===== src/rtl/sha3_arbiter.sv =====
// sha3_arbiter: round-robin sequencer sharing one sha3 core between two requesters.
// Define SHA3_ARB_TIMEOUT_EN to enable the watchdog and RECOVER path.
module sha3_arbiter #(
  parameter int unsigned MDLEN   = 256,
  parameter int unsigned N       = 344,
  parameter int unsigned TIMEOUT = 4096
) (
  input  logic             refclk,
  input  logic             rstn,
  input  logic [1:0]       req_valid,
  input  logic [2*N-1:0]   req_data,
  output logic [1:0]       req_ready,
  output logic [1:0]       rsp_valid,
  input  logic [1:0]       rsp_ready,
  output logic [MDLEN-1:0] rsp_digest,
  output logic             rsp_err,
  output logic             busy,
  output logic             core_rst,
  output logic [N-1:0]     core_md_in,
  output logic             core_req_valid,
  input  logic             core_req_ready,
  input  logic             core_res_valid,
  input  logic [MDLEN-1:0] core_md_out,
  output logic             core_res_ready
);

  localparam logic [2:0] S_RST     = 3'd0;
  localparam logic [2:0] S_IDLE    = 3'd1;
  localparam logic [2:0] S_ISSUE   = 3'd2;
  localparam logic [2:0] S_WAIT    = 3'd3;
  localparam logic [2:0] S_DELIVER = 3'd4;
  localparam logic [2:0] S_RECOVER = 3'd5;

  logic [2:0]       state_q, state_d;
  logic [2:0]       stretch_q, stretch_d;
  logic             last_q, last_d;
  logic             grant_q, grant_d;
  logic [N-1:0]     md_q, md_d;
  logic             creq_q, creq_d;
  logic             cres_q, cres_d;
  logic             crst_q, crst_d;
  logic [1:0]       rsp_valid_q, rsp_valid_d;
  logic [MDLEN-1:0] digest_q, digest_d;
  logic             err_q, err_d;
  logic             busy_q, busy_d;
  logic             win;
  logic             any_req;

`ifdef SHA3_ARB_TIMEOUT_EN
  localparam int unsigned TO_W = $clog2(TIMEOUT + 1);
  localparam logic [TO_W-1:0] TO_LAST = TO_W'(TIMEOUT - 1);
  logic [TO_W-1:0] to_q, to_d;
`else
  logic [31:0] unused_timeout;
  assign unused_timeout = 32'(TIMEOUT);
`endif

  // Requester (last+1) mod 2 has priority; otherwise the other one if active.
  assign any_req   = |req_valid;
  assign win       = req_valid[~last_q] ? ~last_q : last_q;
  assign req_ready = (state_q == S_IDLE && any_req) ? (win ? 2'b10 : 2'b01) : 2'b00;

  always_comb begin
    state_d     = state_q;
    stretch_d   = stretch_q;
    last_d      = last_q;
    grant_d     = grant_q;
    md_d        = md_q;
    creq_d      = creq_q;
    cres_d      = 1'b0;
    crst_d      = crst_q;
    rsp_valid_d = rsp_valid_q;
    digest_d    = digest_q;
    err_d       = err_q;
    case (state_q)
      S_RST: begin
        crst_d = 1'b1;
        if (stretch_q == 3'd4) begin
          crst_d    = 1'b0;
          stretch_d = '0;
          state_d   = S_IDLE;
        end else begin
          stretch_d = stretch_q + 3'd1;
        end
      end
      S_IDLE: begin
        if (any_req) begin
          md_d    = win ? req_data[2*N-1:N] : req_data[N-1:0];
          grant_d = win;
          creq_d  = 1'b1;
          state_d = S_ISSUE;
        end
      end
      S_ISSUE: begin
        if (core_req_ready) begin
          creq_d  = 1'b0;
          state_d = S_WAIT;
        end
      end
      S_WAIT: begin
        if (core_res_valid) begin
          digest_d    = core_md_out;
          err_d       = 1'b0;
          cres_d      = 1'b1;
          rsp_valid_d = grant_q ? 2'b10 : 2'b01;
          state_d     = S_DELIVER;
        end
      end
      S_DELIVER: begin
        if (rsp_ready[grant_q]) begin
          rsp_valid_d = '0;
          last_d      = grant_q;
          state_d     = S_IDLE;
        end
      end
`ifdef SHA3_ARB_TIMEOUT_EN
      S_RECOVER: begin
        if (stretch_q == 3'd3) begin
          crst_d      = 1'b0;
          stretch_d   = '0;
          rsp_valid_d = grant_q ? 2'b10 : 2'b01;
          state_d     = S_DELIVER;
        end else begin
          stretch_d = stretch_q + 3'd1;
        end
      end
`endif
      default: state_d = S_RST;
    endcase

`ifdef SHA3_ARB_TIMEOUT_EN
    // Watchdog overrides ISSUE/WAIT, but a result arriving on the limit cycle wins.
    to_d = to_q;
    if (state_q == S_IDLE) begin
      to_d = '0;
    end else if (state_q == S_ISSUE || state_q == S_WAIT) begin
      if (to_q == TO_LAST && !(state_q == S_WAIT && core_res_valid)) begin
        state_d   = S_RECOVER;
        creq_d    = 1'b0;
        crst_d    = 1'b1;
        stretch_d = '0;
        digest_d  = '0;
        err_d     = 1'b1;
      end else begin
        to_d = to_q + 1'b1;
      end
    end
`endif

    busy_d = (state_d != S_IDLE);
  end

  always_ff @(posedge refclk) begin
    if (!rstn) begin
      state_q     <= S_RST;
      stretch_q   <= '0;
      last_q      <= 1'b1;
      grant_q     <= 1'b0;
      md_q        <= '0;
      creq_q      <= 1'b0;
      cres_q      <= 1'b0;
      crst_q      <= 1'b1;
      rsp_valid_q <= '0;
      digest_q    <= '0;
      err_q       <= 1'b0;
      busy_q      <= 1'b0;
`ifdef SHA3_ARB_TIMEOUT_EN
      to_q        <= '0;
`endif
    end else begin
      state_q     <= state_d;
      stretch_q   <= stretch_d;
      last_q      <= last_d;
      grant_q     <= grant_d;
      md_q        <= md_d;
      creq_q      <= creq_d;
      cres_q      <= cres_d;
      crst_q      <= crst_d;
      rsp_valid_q <= rsp_valid_d;
      digest_q    <= digest_d;
      err_q       <= err_d;
      busy_q      <= busy_d;
`ifdef SHA3_ARB_TIMEOUT_EN
      to_q        <= to_d;
`endif
    end
  end

  assign rsp_valid      = rsp_valid_q;
  assign rsp_digest     = digest_q;
  assign rsp_err        = err_q;
  assign busy           = busy_q;
  assign core_rst       = crst_q;
  assign core_md_in     = md_q;
  assign core_req_valid = creq_q;
  assign core_res_ready = cres_q;

endmodule


===== config.mk =====
export PLATFORM = sky130hd
export DESIGN_NAME = sha3_arbiter
export DESIGN_NICKNAME = d
export VERILOG_FILES = /design/src/rtl/sha3_arbiter.sv
export SDC_FILE = /design/constraint.sdc
export NUM_CORES = 1
export LEC_CHECK = 0
export CAP_MARGIN = 20
export CORE_AREA = 8 8 608 610
export CTS_CLUSTER_SIZE = 20
export DETAILED_ROUTE_END_ITERATION = 6
export DIE_AREA = 0 0 616 618
export PLACE_DENSITY = 0.3
export SLEW_MARGIN = 10
export SYNTH_ARGS = -nofsm -noshare
export SYNTH_HDL_FRONTEND = slang
export SYNTH_SLANG_ARGS = --single-unit
export TNS_END_PERCENT = 50

===== constraint.sdc =====
create_clock -name refclk -period 4.3 [get_ports refclk]
set_input_delay 0.43 -clock refclk [delete_from_list [all_inputs] [get_ports refclk]]
set_output_delay 0.43 -clock refclk [all_outputs]
set_load 0.01 [all_outputs]

After elaboration in Yosys (flattened, before gate mapping)
Cells that the tools add are included.
{"block": "totals", "reg_bits": 614, "inputBits": 952, "output_inout_bits": 609, "word_cells": 60}
{"block": "classes", "add_sub_neg": 1, "n_lt_le_gt_ge": 2, "eq_ne": 10, "muxes": 24, "bitwise_logic": 1, "reduce_logical": 11}
{"op": "2-to-1 mux 344 bit", "n": 1}
{"op": "2-to-1 mux 3 bit", "n": 6}
{"op": "one-hot mux 3 bit (5 select lines)", "n": 1}
{"op": "2-to-1 mux 2 bit", "n": 5}
{"op": "2-to-1 mux 1 bit", "n": 9}
{"op": "!= test 2 bit, second input constant", "n": 4}
{"op": "AND reduction 2 bit", "n": 4}
{"op": "equality test 3 x 2 -> 1 bit, second input constant", "n": 2}
{"op": "equality test 3 bit, second input constant", "n": 2}
{"op": "AND reduction 3 bit", "n": 2}
{"op": "less-than comparator 1 x 2 -> 1 bit, second input constant", "n": 2}
{"op": "one-hot mux 2 bit (2 select lines)", "n": 1}
{"op": "nonzero test 2 bit", "n": 2}
{"op": "adder 3 x 1 -> 3 bit, second input constant", "n": 1}
{"op": "equality test 3 x 1 -> 1 bit, second input constant", "n": 1}
{"op": "zero test 3 bit", "n": 1}
{"op": "!= test 3 x 1 -> 1 bit, second input constant", "n": 1}
{"op": "one-hot mux 1 bit (2 select lines)", "n": 1}
{"op": "OR reduction 2 bit", "n": 1}
{"op": "logical AND 1 bit", "n": 1}
{"op": "inverter 1 bit", "n": 1}

Depth between registers and ports, before layout
{"block": "depth", "word_depth": 6, "mapped_depth": 7, "depth_no_buf": 6}

Worst setup path before layout
OpenSTA, ideal clock, no wires.
{"block": "synth_path", "kind": "in2out", "startpoint": "input port req_valid[0]", "endpoint": "output port req_ready[0]", "arrival_time_ns": 1.319, "t_required_ns": 3.870, "slack_ns": 2.551, "stages": 5, "path_buffers": 2, "path_cell_list": "inv_1 > mux2i_1 > buf_2 > buf_4 > and2_1"}
{"block": "synth_between", "elab_chain_cells": 5, "elab_cells_between_ends": 7, "cone_classes": "mux (5); reduce/logical (2)"}
{"element": "from (decl)", "line": "10", "text": "input logic [1:0] req_valid,"}
{"element": "2-to-1 mux 1 bit (implied by the code) (2 in series)", "line": "60", "text": "assign win = req_valid[~last_q] ? ~last_q : last_q;"}
{"element": "2-to-1 mux 1 bit", "line": "60"}
{"element": "2-to-1 mux 2 bit", "line": "61", "text": "assign req_ready = (state_q == S_IDLE && any_req) ? (win ? 2'b10 : 2'b01) : 2'b00;"}
{"element": "2-to-1 mux 2 bit *", "line": "61"}
{"element": "to (decl)", "line": "12", "text": "output logic [1:0] req_ready,"}
Every way passes the cells marked *; elsewhere a longest branch is shown, timed or not. The select of a mux whose other input is x is not followed.

Worst setup path after layout
{"block": "layout_path", "startpoint": "register state_q[0]", "endpoint": "output port req_ready[1]"}
{"block": "layout_between", "elab_chain_cells": 3}
{"element": "from (decl)", "line": "34", "text": "logic [2:0] state_q, state_d;"}
{"element": "from (signal assigned)", "line": "171", "text": "state_q <= state_d;"}
{"element": "equality test 3 x 1 -> 1 bit", "line": "61"}
{"element": "logical AND 1 bit", "line": "61"}
{"element": "2-to-1 mux 2 bit", "line": "61"}
No other way between the ends.

==> run summary <==
status -> finished, final reports clean
Final Slew Violations -> 0
Yosys warning count -> 0
Routed WL per cell -> 29.8 um
H-tree depth -> 3
first-pass GRT wire length -> 332 mm
top cells by area, synth -> dfxtp_1 (51%), mux2i_1 (14%), a211oi_1 (11%), nand2_1 (8.1%), nor2_1 (5.5%)
GRT overflow -> 0
Max Root-Sink Buffers -> 4
clk sink count -> 614
via count -> 27600
Clock Tree Root -> clkbuf_16
hold path cells -> 3
Final Critical Period -> 3.06 ns
worst flop-to-flop path startpoint -> state_q[0]$_SDFF_PN0_
Final Hold Viols -> 0
nets -> 5147
CTS tree -> yes
Net Switching -> 4260 uW
Fmax -> 0.327 GHz
Worst EP arrival -> 2.63 ns
leakage power -> 0.0156 uW
Critical Path End -> req_ready[1]
Synthesized Nets -> 3676
M1 wire length -> 88.7 mm
Worst VDD drop -> 0.279 mV
Post-Syn Instances -> 2722
Die W -> 616 um
core area -> 360000 sq um
Initial Utilization -> 0.0674
setup TNS -> 0 ns
post-synth top area share -> 0.506
Hold WC Path Type -> in2reg
CP Launch Point -> state_q[0]$_SDFF_PN0_
Rel. slew slack -> 0.357
Clock Skew -> 0.0778 ns
# resized after CTS -> 0
Detail Placement HPWL -> 236 mm
ys flop type -> dfxtp_1
CP Class -> reg2out
Flop pwr share -> 0.368
Final Power -> 16000 uW
FF-to-FF End -> core_md_in[169]$_SDFFE_PN0P_
Top Layer Used -> met5
Worst Setup End Kind -> output pin
metal2 WL -> 138 mm
Critical Path Source Type -> flop
Synth async-reset ratio -> 0
Switching Share -> 0.267
Post-CTS Repair Setup Buffers -> 0
Pre-antenna DRT Iters -> 5
standard-cell row count -> 221
RSZ-0062 raised after global routing -> false
1st-iter DRT viols -> 1233
die height -> 618 um
Yosys top cell by area -> dfxtp_1
vias per cell -> 3.04
critical path data required time -> 3.87 ns
largest net degree at the start of global routing -> 150
flops & latches, synth -> 614
Pint -> 11700 uW
synth cell count leaders -> dfxtp_1 (614), nand2_1 (521), nor2_1 (359)
Post-synth EDFFs -> 0
Routed Wire Length -> 270 mm
Met3 Wirelength -> 36.0 mm
Slew @ Worst Pin -> 0.961 ns
endpoints failing setup -> 0
antenna violations before repair -> 266
vias in the first global route -> 27400
syn_area_per_cell -> 8.92 sq um
Synth Cell Area -> 24300 sq um
Unique masters post-synth -> 27
layout cells sized above 1 -> 0.0462
maximum fanout along the worst path -> 7
top-count cell post-synth -> dfxtp_1
num ports -> 1561
Port Buf Inserts -> 1559
worst r2r path cells -> 6
GRT Resource Usage Total -> 0.135
CTS Hold Bufs -> 0
combinational share of power -> 0.149
crit share post-route -> 0.711
die area -> 381000 sq um
sequential area share after synthesis -> 0.506
flop2flop setup slack -> 1.77 ns
Placer Congestion -> 0.839
synth-to-layout area growth -> 100%
Cell Pwr Density -> 329 nW/um^2
clock share of power -> 0.483
Post-route DRC -> 0
total CTS buffers -> 95
Worst-path clk slew -> 0.06 ns
Routed Antenna Nets -> 0
MaxCap Viol Count -> 0
Clk Latency, worst-skew pair -> 0.81 ns
==> how the worst min path moves through the flow <==
stage | from | to
3_5_place_dp | rsp_digest[199]$_SDFFE_PN0P_ | rsp_digest[199]$_SDFFE_PN0P_
4_1_cts | core_md_out[129] | rsp_digest[129]$_SDFFE_PN0P_
5_1_grt | core_md_out[2] | rsp_digest[2]$_SDFFE_PN0P_
2_1_floorplan | stretch_q[2]$_SDFFE_PN0P_ | stretch_q[2]$_SDFFE_PN0P_
6_report | core_md_out[120] | rsp_digest[120]$_SDFFE_PN0P_
3_3_place_gp | rsp_digest[40]$_SDFFE_PN0P_ | rsp_digest[40]$_SDFFE_PN0P_
==> logic make-up after synthesis <==
group | after synthesis | share of synthesized area
compound gates | 620 | 0.164
mux | 346 | 0.143
flops | 614 | 0.506
buf+inv | 244 | 0.0461
fa+ha+maj | 2 | 0.00103
other cells | 1 | 0.000154
simple gates | 895 | 0.140
==> worst max-delay path, cell delays in order, from the launching register on <==
cell             delay [ns]
dfxtp_1                0.44
nand2b_1               0.22
or3_1                  0.40
nor2_1                 0.14
clkdlybuf4s50_1        0.62
==> state kept, by name, indices dropped and copies added (netlist names) <==
name / flops
core_md_in: 344
rsp_digest: 256
state_q: 3
stretch_q: 3
rsp_valid: 2
busy: 1
core_req_valid: 1
core_res_ready: 1
core_rst: 1
grant_q: 1
last_q: 1
==> area by class of cell <==
class | instances | area [sq um]
clock inverters | 26 | 260
flip-flops and latches | 614 | 12300
inverters | 4 | 22.5
multi-input cells | 1864 | 10900
fillers | 41100 | 312000
repair buffers | 1614 | 16300
well taps | 4794 | 6000
clock buffers | 138 | 2710
diodes | 19 | 47.5
==> layout by cell type, fill, tap and decap left out, types with 6 or more instances in the layout <==
| cell | Yosys | routed |
|---|---|---|
| clkdlybuf4s50_1 | 0 | 1559 |
| diode_2 | 0 | 19 |
| clkbuf_16 | 0 | 95 |
| clkbuf_8 | 0 | 17 |
| a211oi_1 | 345 | 345 |
| clkinv_2 | 0 | 18 |
| nand2_1 | 521 | 521 |
| mux2i_1 | 346 | 345 |
| nor2_1 | 359 | 358 |
| clkbuf_1 | 88 | 26 |
| a21oi_1 | 266 | 266 |
| o21ai_0 | 6 | 6 |
| dfxtp_1 | 614 | 614 |
| buf_12 | 0 | 25 |
| buf_4 | 5 | 30 |
==> power by group through the flow <==
| stage | clock (uW) | combinational [uW] | sequential [uW] |
|---|---|---|---|
| 2_1_floorplan | 0 | 741 | 6030 |
| 3_3_place_gp | 0 | 2430 | 6000 |
| 3_5_place_dp | 0 | 2430 | 6000 |
| 4_1_cts | 8150 | 2440 | 5870 |
| 5_1_grt | 8280 | 2530 | 5890 |
| 6_report | 7700 | 2380 | 5870 |
==> per-stage QoR <==
stage               hold WS [ns]  utilization  cell area [sq um]  instances  setup slack (ns)
floorplan                  0.466            -              24300       2722              2.55
global placement           0.444        0.126              45500       8890              1.40
detailed placement         0.447        0.126              45500       8890              1.38
CTS                       0.0406        0.135              48500       9054              1.08
global route               0.101        0.135              48500       9057              1.04
finish                     0.172        0.135              48600       9073              1.24
==> routing by layer <==
layer,vias to the layer above,GRT usage
met5,-,0
met4,214,0.0183
met3,632,0.0835
met2,1356,0.252
met1,12900,0.128
li1,12400,-
No activity file was read; power rests on OpenSTA's default activity.
